--- src/rtl/riscv_run_ctrl_pkg.sv ---
// Shared types and constants for the RISC-V run controller.
package riscv_run_ctrl_pkg;

   typedef enum logic [2:0] {
      ST_HOLD    = 3'd0,
      ST_RUN     = 3'd1,
      ST_PASS    = 3'd2,
      ST_FAIL    = 3'd3,
      ST_TIMEOUT = 3'd4
   } state_t;

   localparam int unsigned TOHOST_PASS         = 1;
   localparam logic [31:0] TOHOST_ADDR_DEFAULT = 32'h0000_00FC;

endpackage

--- src/rtl/run_ctrl_watchdog.sv ---
// RUN-cycle counter with clear/enable, saturation and watchdog expiry compare.
// Expiry compare only exists when RISCV_RUN_CTRL_WATCHDOG_EN is defined.
module run_ctrl_watchdog #(
   parameter int unsigned CNT_W      = 16,
   parameter int unsigned MAX_CYCLES = 25
) (
   input  logic             clk,
   input  logic             reset,
   input  logic             clear,
   input  logic             enable,
   output logic [CNT_W-1:0] count,
   output logic             expired_c
);

   always_ff @(posedge clk) begin
      if (!reset || clear) begin
         count <= '0;
      end else if (enable && (count != '1)) begin
         count <= count + CNT_W'(1);
      end
   end

`ifdef RISCV_RUN_CTRL_WATCHDOG_EN
   assign expired_c = (count == CNT_W'(MAX_CYCLES - 1));
`else
   assign expired_c = 1'b0;
`endif

endmodule

--- src/rtl/riscv_run_ctrl.sv ---
// Run controller: core reset sequencing, tohost exit decode and RUN-cycle watchdog.
// Optional watchdog/TIMEOUT enabled by RISCV_RUN_CTRL_WATCHDOG_EN.
module riscv_run_ctrl
   import riscv_run_ctrl_pkg::*;
#(
   parameter int unsigned       XLEN        = 32,
   parameter int unsigned       ADDR_W      = 32,
   parameter int unsigned       RST_CYCLES  = 2,
   parameter int unsigned       MAX_CYCLES  = 25,
   parameter int unsigned       CNT_W       = 16,
   parameter logic [ADDR_W-1:0] TOHOST_ADDR = ADDR_W'(TOHOST_ADDR_DEFAULT)
) (
   input  logic              clk,
   input  logic              reset,
   input  logic              restart,
   input  logic              mem_we,
   input  logic [ADDR_W-1:0] mem_addr,
   input  logic [XLEN-1:0]   mem_wdata,
   output logic              core_rst,
   output logic              run,
   output logic              done,
   output logic              pass,
   output logic              fail,
   output logic              timeout,
   output logic [XLEN-2:0]   exit_code,
   output logic [CNT_W-1:0]  cycle_count
);

   localparam int unsigned HOLD_W = (RST_CYCLES > 1) ? $clog2(RST_CYCLES) : 1;

   state_t            state, state_nxt;
   logic [HOLD_W-1:0] hold_cnt, hold_nxt;
   logic              exit_odd, wd_clr, wd_en, wd_expired, capture;

   // Only odd tohost writes terminate; even data is treated as ordinary stores.
   assign exit_odd = mem_we && (mem_addr == TOHOST_ADDR) && mem_wdata[0];

   run_ctrl_watchdog #(
      .CNT_W      (CNT_W),
      .MAX_CYCLES (MAX_CYCLES)
   ) u_watchdog (
      .clk       (clk),
      .reset     (reset),
      .clear     (wd_clr),
      .enable    (wd_en),
      .count     (cycle_count),
      .expired_c (wd_expired)
   );

   always_ff @(posedge clk) begin
      if (!reset) begin
         state    <= ST_HOLD;
         hold_cnt <= '0;
      end else begin
         state    <= state_nxt;
         hold_cnt <= hold_nxt;
      end
   end

   always_comb begin
      state_nxt = state;
      hold_nxt  = hold_cnt;
      wd_clr    = 1'b0;
      wd_en     = 1'b0;
      capture   = 1'b0;
      case (state)
         ST_HOLD: begin
            if (hold_cnt == HOLD_W'(RST_CYCLES - 1)) begin
               state_nxt = ST_RUN;
               hold_nxt  = '0;
            end else begin
               hold_nxt = hold_cnt + HOLD_W'(1);
            end
         end
         ST_RUN: begin
            // Exit write beats a simultaneous watchdog expiry and freezes the count.
            wd_en = !exit_odd;
            if (exit_odd && (mem_wdata == XLEN'(TOHOST_PASS))) begin
               state_nxt = ST_PASS;
            end else if (exit_odd) begin
               state_nxt = ST_FAIL;
               capture   = 1'b1;
            end else if (wd_expired) begin
               state_nxt = ST_TIMEOUT;
            end
         end
         ST_PASS, ST_FAIL, ST_TIMEOUT: begin
            if (restart) begin
               state_nxt = ST_HOLD;
               wd_clr    = 1'b1;
            end
         end
         default: state_nxt = ST_HOLD;
      endcase
   end

   // Outputs registered from the next state so they reflect the post-edge state.
   always_ff @(posedge clk) begin
      if (!reset) begin
         core_rst  <= 1'b1;
         run       <= 1'b0;
         done      <= 1'b0;
         pass      <= 1'b0;
         fail      <= 1'b0;
         exit_code <= '0;
      end else begin
         core_rst <= (state_nxt != ST_RUN);
         run      <= (state_nxt == ST_RUN);
         done     <= (state_nxt == ST_PASS) || (state_nxt == ST_FAIL) ||
                     (state_nxt == ST_TIMEOUT);
         pass     <= (state_nxt == ST_PASS);
         fail     <= (state_nxt == ST_FAIL);
         if (capture) begin
            exit_code <= mem_wdata[XLEN-1:1];
         end else if (wd_clr) begin
            exit_code <= '0;
         end
      end
   end

`ifdef RISCV_RUN_CTRL_WATCHDOG_EN
   always_ff @(posedge clk) begin
      if (!reset) begin
         timeout <= 1'b0;
      end else begin
         timeout <= (state_nxt == ST_TIMEOUT);
      end
   end
`else
   assign timeout = 1'b0;
`endif

endmodule
--- config.mk ---
export PLATFORM = sky130hd
export DESIGN_NAME = riscv_run_ctrl
export DESIGN_NICKNAME = d
export VERILOG_FILES = /design/src/rtl/riscv_run_ctrl_pkg.sv /design/src/rtl/run_ctrl_watchdog.sv /design/src/rtl/riscv_run_ctrl.sv
export SDC_FILE = /design/constraint.sdc
export NUM_CORES = 1
export LEC_CHECK = 0
export CORE_ASPECT_RATIO = 1.5
export CORE_UTILIZATION = 42
export DETAILED_ROUTE_END_ITERATION = 12
export HOLD_SLACK_MARGIN = 0.03
export PLACE_DENSITY = 0.82
export SKIP_CTS_REPAIR_TIMING = 1
export SYNTH_ARGS = -nofsm -noshare
export SYNTH_HDL_FRONTEND = slang
export SYNTH_SLANG_ARGS = --single-unit
export TNS_END_PERCENT = 10
--- constraint.sdc ---
create_clock -name clk -period 2.17 [get_ports clk]
set_input_delay 0.3255 -clock clk [delete_from_list [all_inputs] [get_ports clk]]
set_output_delay 0.3255 -clock clk [all_outputs]
set_load 0.02 [all_outputs]
======== Word level (Yosys, flattened, before mapping) ========
Index checks and enable logic that the tools add are counted.
storage, ports and cells
  bits in registers ....................... 56
  bits of input ports ..................... 68
  output and inout bits ................... 53
  logic and storage cells ................. 49
cells by class
  $add $sub $neg .......................... 2
  equality and inequality tests ........... 12
  multiplexer cells ....................... 14
  reductions and logical operators ........ 12
operators with widths
  kind                   number
  $mux 31                2
  $eq 32x1->1 const B    1
  $eq 32x8->1 const B    1
  $add 16x1->16 const B  1
  $ne 16x16->1 const B   1
  $eq 3x2->1 const B     4
  $mux 3                 4
  $pmux 3 s3             1
  $mux 1                 7
  $eq 3x1->1 const B     2
  $eq 3x3->1 const B     2
  $logic_and 1x1->1      4
  $logic_not 3->1        1
  $logic_or 1x1->1       3
  $ne 3x1->1 const B     1
  $reduce_or 3->1        1
  $logic_not 1->1        2
  $reduce_bool 2->1      1
  $add 1x1->1 const B    1

======== Depth between registers and ports, before layout ========
  depth in word-level cells ............... 9
  mapped depth ............................ 7
  mapped depth without buffers ............ 6

======== By module ========
A second synthesis with hierarchy kept.
unflattened totals
  cell total of the unflattened synthesis .. 298
  area total of the unflattened synthesis .. 2736.4 µm²
modules (own cells, without submodules)
  module             instances  cells an instance  area an instance (µm²)  sequential area each (µm²)
  riscv_run_ctrl     1          202                1863.0                  800.8
  run_ctrl_watchdog  1          96                 873.3                   320.3

======== Least setup slack after synthesis ========
No wires, ideal clock.
  path type ............................... register -> register
  start ................................... reg u_watchdog.count[6]
  end ..................................... reg u_watchdog.count[15]
  library setup time ...................... 70 ps
  arrival ................................. 1732 ps
  data required time ...................... 2100 ps
  path slack .............................. 368 ps
  cell stages (with the launch flop) ...... 6
  path buffers ............................ 0
  clock period less this slack ............ 1802 ps
  cell sequence ........................... dfxtp_1 > nand4_2 > a41oi_1 > nand4_1 > or4_1 > a21oi_1
between the ends
  word-level cells in the longest chain between the ends .. 2
  elaborated cells between the ends (all ways) .. 3
  classes of those cells .................. add/sub: 1; eq/ne: 1; reduce/logical: 1
RTL lines
  item                                                   RTL line                 source
  start: declaration                                     run_ctrl_watchdog.sv:11  output logic [CNT_W-1:0] count,
  start signal: assignment                               run_ctrl_watchdog.sv:19  count <= count + CNT_W'(1);
  branches (longest 2 deep; another with $add 16x1->16)  --
Several ways; the timed one is not identified.
A chain may end at the register's enable or synchronous reset.

======== Worst setup path in the final report ========
  start ................................... in mem_wdata[0]
  end ..................................... reg exit_code[25]
between the ends
  word-level cells in the longest chain between the ends .. 5
  elaborated cells between the ends (all ways) .. 8
  classes of those cells .................. eq/ne: 1; mux: 4; reduce/logical: 3
RTL lines
  item                                              RTL line                                    source
  start: declaration                                riscv_run_ctrl.sv:18                        input logic [XLEN-1:0] mem_wdata,
  $eq 32x1->1 or $logic_and 1x1->1 (tied branches)  riscv_run_ctrl.sv:78, riscv_run_ctrl.sv:36
  $logic_and 1x1->1 or $mux 1 (tied branches)       riscv_run_ctrl.sv:78, riscv_run_ctrl.sv:80
  $mux 1 (*)                                        riscv_run_ctrl.sv:78                        if (exit_odd && (mem_wdata == XLEN'(TOHOST_PASS))) begin
  $mux 1 (*)                                        riscv_run_ctrl.sv:66                        case (state)
  $mux 31 or $reduce_bool 2->1 (tied branches)      --
  end signal: assignment                            riscv_run_ctrl.sv:114                       exit_code <= mem_wdata[XLEN-1:1];
  end: declaration                                  riscv_run_ctrl.sv:25                        output logic [XLEN-2:0] exit_code,
Mark *: on every way between the ends. The rest lies on a longest branch, timed or not.

==> flow_summary.ini <==
[run_status]
status = complete, no violations

[floorplan]
start_util_pct = 43.7
core_um2 = 6170
floorplan.die_area_um2 = 6760
pin_count = 121
rows = 35
fp.dieH_um = 100
die_w_um = 67.5

[power_and_ir_drop]
p_leak_uw = 0.00166
p_switching_uw = 507
power_uw = 2000
power_frac_clock_pct = 30.2
p_int_uw = 1500
ir_drop_mv = 0.321
comb_power_share_pct = 16.5
power_density_nw_per_um2 = 483
pwr-share-seq_pct = 53.3
power.share.switching_pct = 25.3

[critical_path]
cp_max_fo = 18
critPathMaxStageDelay_ps = 500
r2r_cells = 5
critical_path_required_ps = 2400
crit_chain = clkdlybuf4s50_1, nor4b_1, nand4_1, nor4_4, nand2_2, buf_12, mux2i_1
r2r_slack_ps = 220
cp-end-kind = register
r2r-end = u_watchdog.count[15]
cpMaxStageDelayCell = clkdlybuf4s50_1
path_class = primary input to register
cp_data_arrival_time_ps = 2190
cp-start-kind = primary input
reg2reg_from = u_watchdog.count[6]

[grt]
grt_max_degree = 32
grt_pass1_wl_um = 12000
grtUsageTotal_pct = 22.9
busiest_layer = met2
gr-usage-met3_pct = 4.20
use_met2_pct = 42.4
first_global_vias = 2685
antenna_found_initial = 0
grtUsageMet1_pct = 24.9
grt_overflow = 0

[timing]
hold_viol = 0
finalSetupViolations = 0
fin_ws_ps = 207
max_freq_mhz = 509
grt_setup_unrepaired = no
tightestPinTransition_ps = 558
slew_violations = 0
max_slew_margin_pct = 62.6
period_share_pct = 90.5
skew_ps = 12.3
post-route-min-period_ps = 1960
fin_hold_ws_ps = 467
fin_setup_tns_ps = 0

[placed_design]
hpwl_um = 5820
gp_congestion = 0.841
io_buffers = 119
pre_cts_slack_ps = -172

[synthesis]
syn_area_um2 = 2700
synth_mux_area_share_pct = 11.9
synthCells = 311
yosys_warnings = 0
synthXorXnorAreaFrac_pct = 0.325
synth_simple_gate_area_share_pct = 30.5
synth.avg_cell_area_um2 = 8.68
ys_seq_area_share_pct = 41.5
synth_top_family_by_area = simple AND/OR/NAND/NOR gates
synth_compound_area_share_pct = 11.2
synth.distinct_cells = 43
synthAdderAreaFrac_pct = 0.464
synth_enable_flop_cells = 0
synth_seq_cells = 56
synth_async_sr_flop_share_pct = 0
synthFlopType = dfxtp_1
syn_nets = 380

[worst_hold_path]
hp-start = exit_code[24]
hp-class = register to register
holdPathStages = 2
min_to = exit_code[24]

[clock_network]
root_buffer = clkbuf_8
cts_tree = yes
htreeDepth = 2
clockBufferDepth = 2
cts.sinks = 56
clock_latency_ps = 310
cts_inserted_buffers = 5
clk_pin_slew_worst_paths_ps = 100

[cells_and_area]
drive_above_1_share_pct = 7.11
n_antenna_cell = 0
final_util_pct = 67.2
area_growth_pct = 53.6
layout.nets = 504
fillerInstances = 539

[flow_run]
max_cap_viol_count = 0

[detailed_routing]
first_pass_iters = 4
wl_per_cell_um = 14.6
via_count = 2775
antenna_left = 0
first_iter_violations = 74
drc = 0
drt-total-wl_um = 7430
vias_per_cell = 5.44
==> state kept, by name, indices dropped and copies added, names as in the netlist <==
register and count:
run 1, done 1, core_rst 1, hold_cnt 1, u_watchdog.count 16, state 3
fail 1, pass 1, exit_code 31
==> power groups by stage <==
stage | registers [uW] | clock network (uW) | logic, uW
after floorplan | 1100 | 0 | 116
after global placement | 1090 | 0 | 326
after detailed placement | 1090 | 0 | 330
after CTS | 1070 | 628 | 333
after global routing | 1070 | 664 | 356
final | 1070 | 604 | 330
==> critical path: cells and delay by family <==
kind | cells | cell delay (ps)
and+or+nand+nor | 4 | 980
muxes | 1 | 180
buffers and inverters | 2 | 690
==> cells in the mapped netlist, types with 4 or more instances <==
master / number / area share (%)
a21oi_1: 16 / 3.0
and3_1: 6 / 1.4
buf_6: 4 / 1.7
clkbuf_1: 10 / 1.4
dfxtp_1: 56 / 42
mux2i_1: 32 / 12
nand2_1: 63 / 8.8
nand3_1: 10 / 1.9
nand4_1: 9 / 2.1
nor2_1: 5 / 0.70
nor4_1: 14 / 3.2
nor4b_1: 7 / 2.3
o21ai_0: 17 / 3.2
or3_1: 13 / 3.0
==> how the worst max path moves through the flow <==
stage,startpoint,to
CTS,mem_wdata[0],exit_code[25]
finish,mem_wdata[0],exit_code[25]
floorplan,u_watchdog.count[6],u_watchdog.count[15]
global placement,mem_wdata[0],exit_code[24]
global route,u_watchdog.count[6],u_watchdog.count[15]
detailed placement,mem_wdata[0],exit_code[25]
==> stage by stage <==
step / instance area (um2) / std cells
2_1_floorplan: 2700 / 311
3_3_place_gp: 4050 / 502
3_5_place_dp: 4050 / 502
4_1_cts: 4150 / 510
5_1_grt: 4150 / 510
6_report: 4150 / 510
==> layout by cell type (no fill, tap or decap), types with 4 or more instances in the layout <==
cell,Yosys,layout
a21oi_1,16,16
and3_1,6,6
buf_12,0,4
buf_4,1,11
clkbuf_8,0,6
clkdlybuf4s50_1,0,119
dfxtp_1,56,56
mux2i_1,32,32
nand2_1,63,63
nand3_1,10,10
nand4_1,9,9
nor2_1,5,5
nor4_1,14,14
nor4b_1,7,7
o21ai_0,17,17
or3_1,13,13
==> layout make-up <==
type / count / area, um2 / area share, %
multi-input cells: 236 / 1480 / 35.6
repair buffers: 134 / 1350 / 32.6
flip-flops and latches: 56 / 1120 / 27.0
well taps: 74 / 92.6 / 2.23
clock buffers: 6 / 82.6 / 1.99
clock inverters: 2 / 13.8 / 0.332
inverters: 2 / 7.51 / 0.181
==> cell families after synthesis <==
family,count (synthesis)
buf+inv,19
mux,32
flops,56
simple gates,150
xor+xnor,1
other cells,1
fa+ha+maj,1
compound gates,51
==> metal layers <==
layer  part of all wire [%]  vias up  wire length [um]
li1                       -     1386                 -
met1                     40     1275              2970
met2                     52      101              3850
met3                    6.4       13               473
met4                    1.9        0               144
met5                      0        -                 0
No activity file was read; power rests on OpenSTA's default activity.
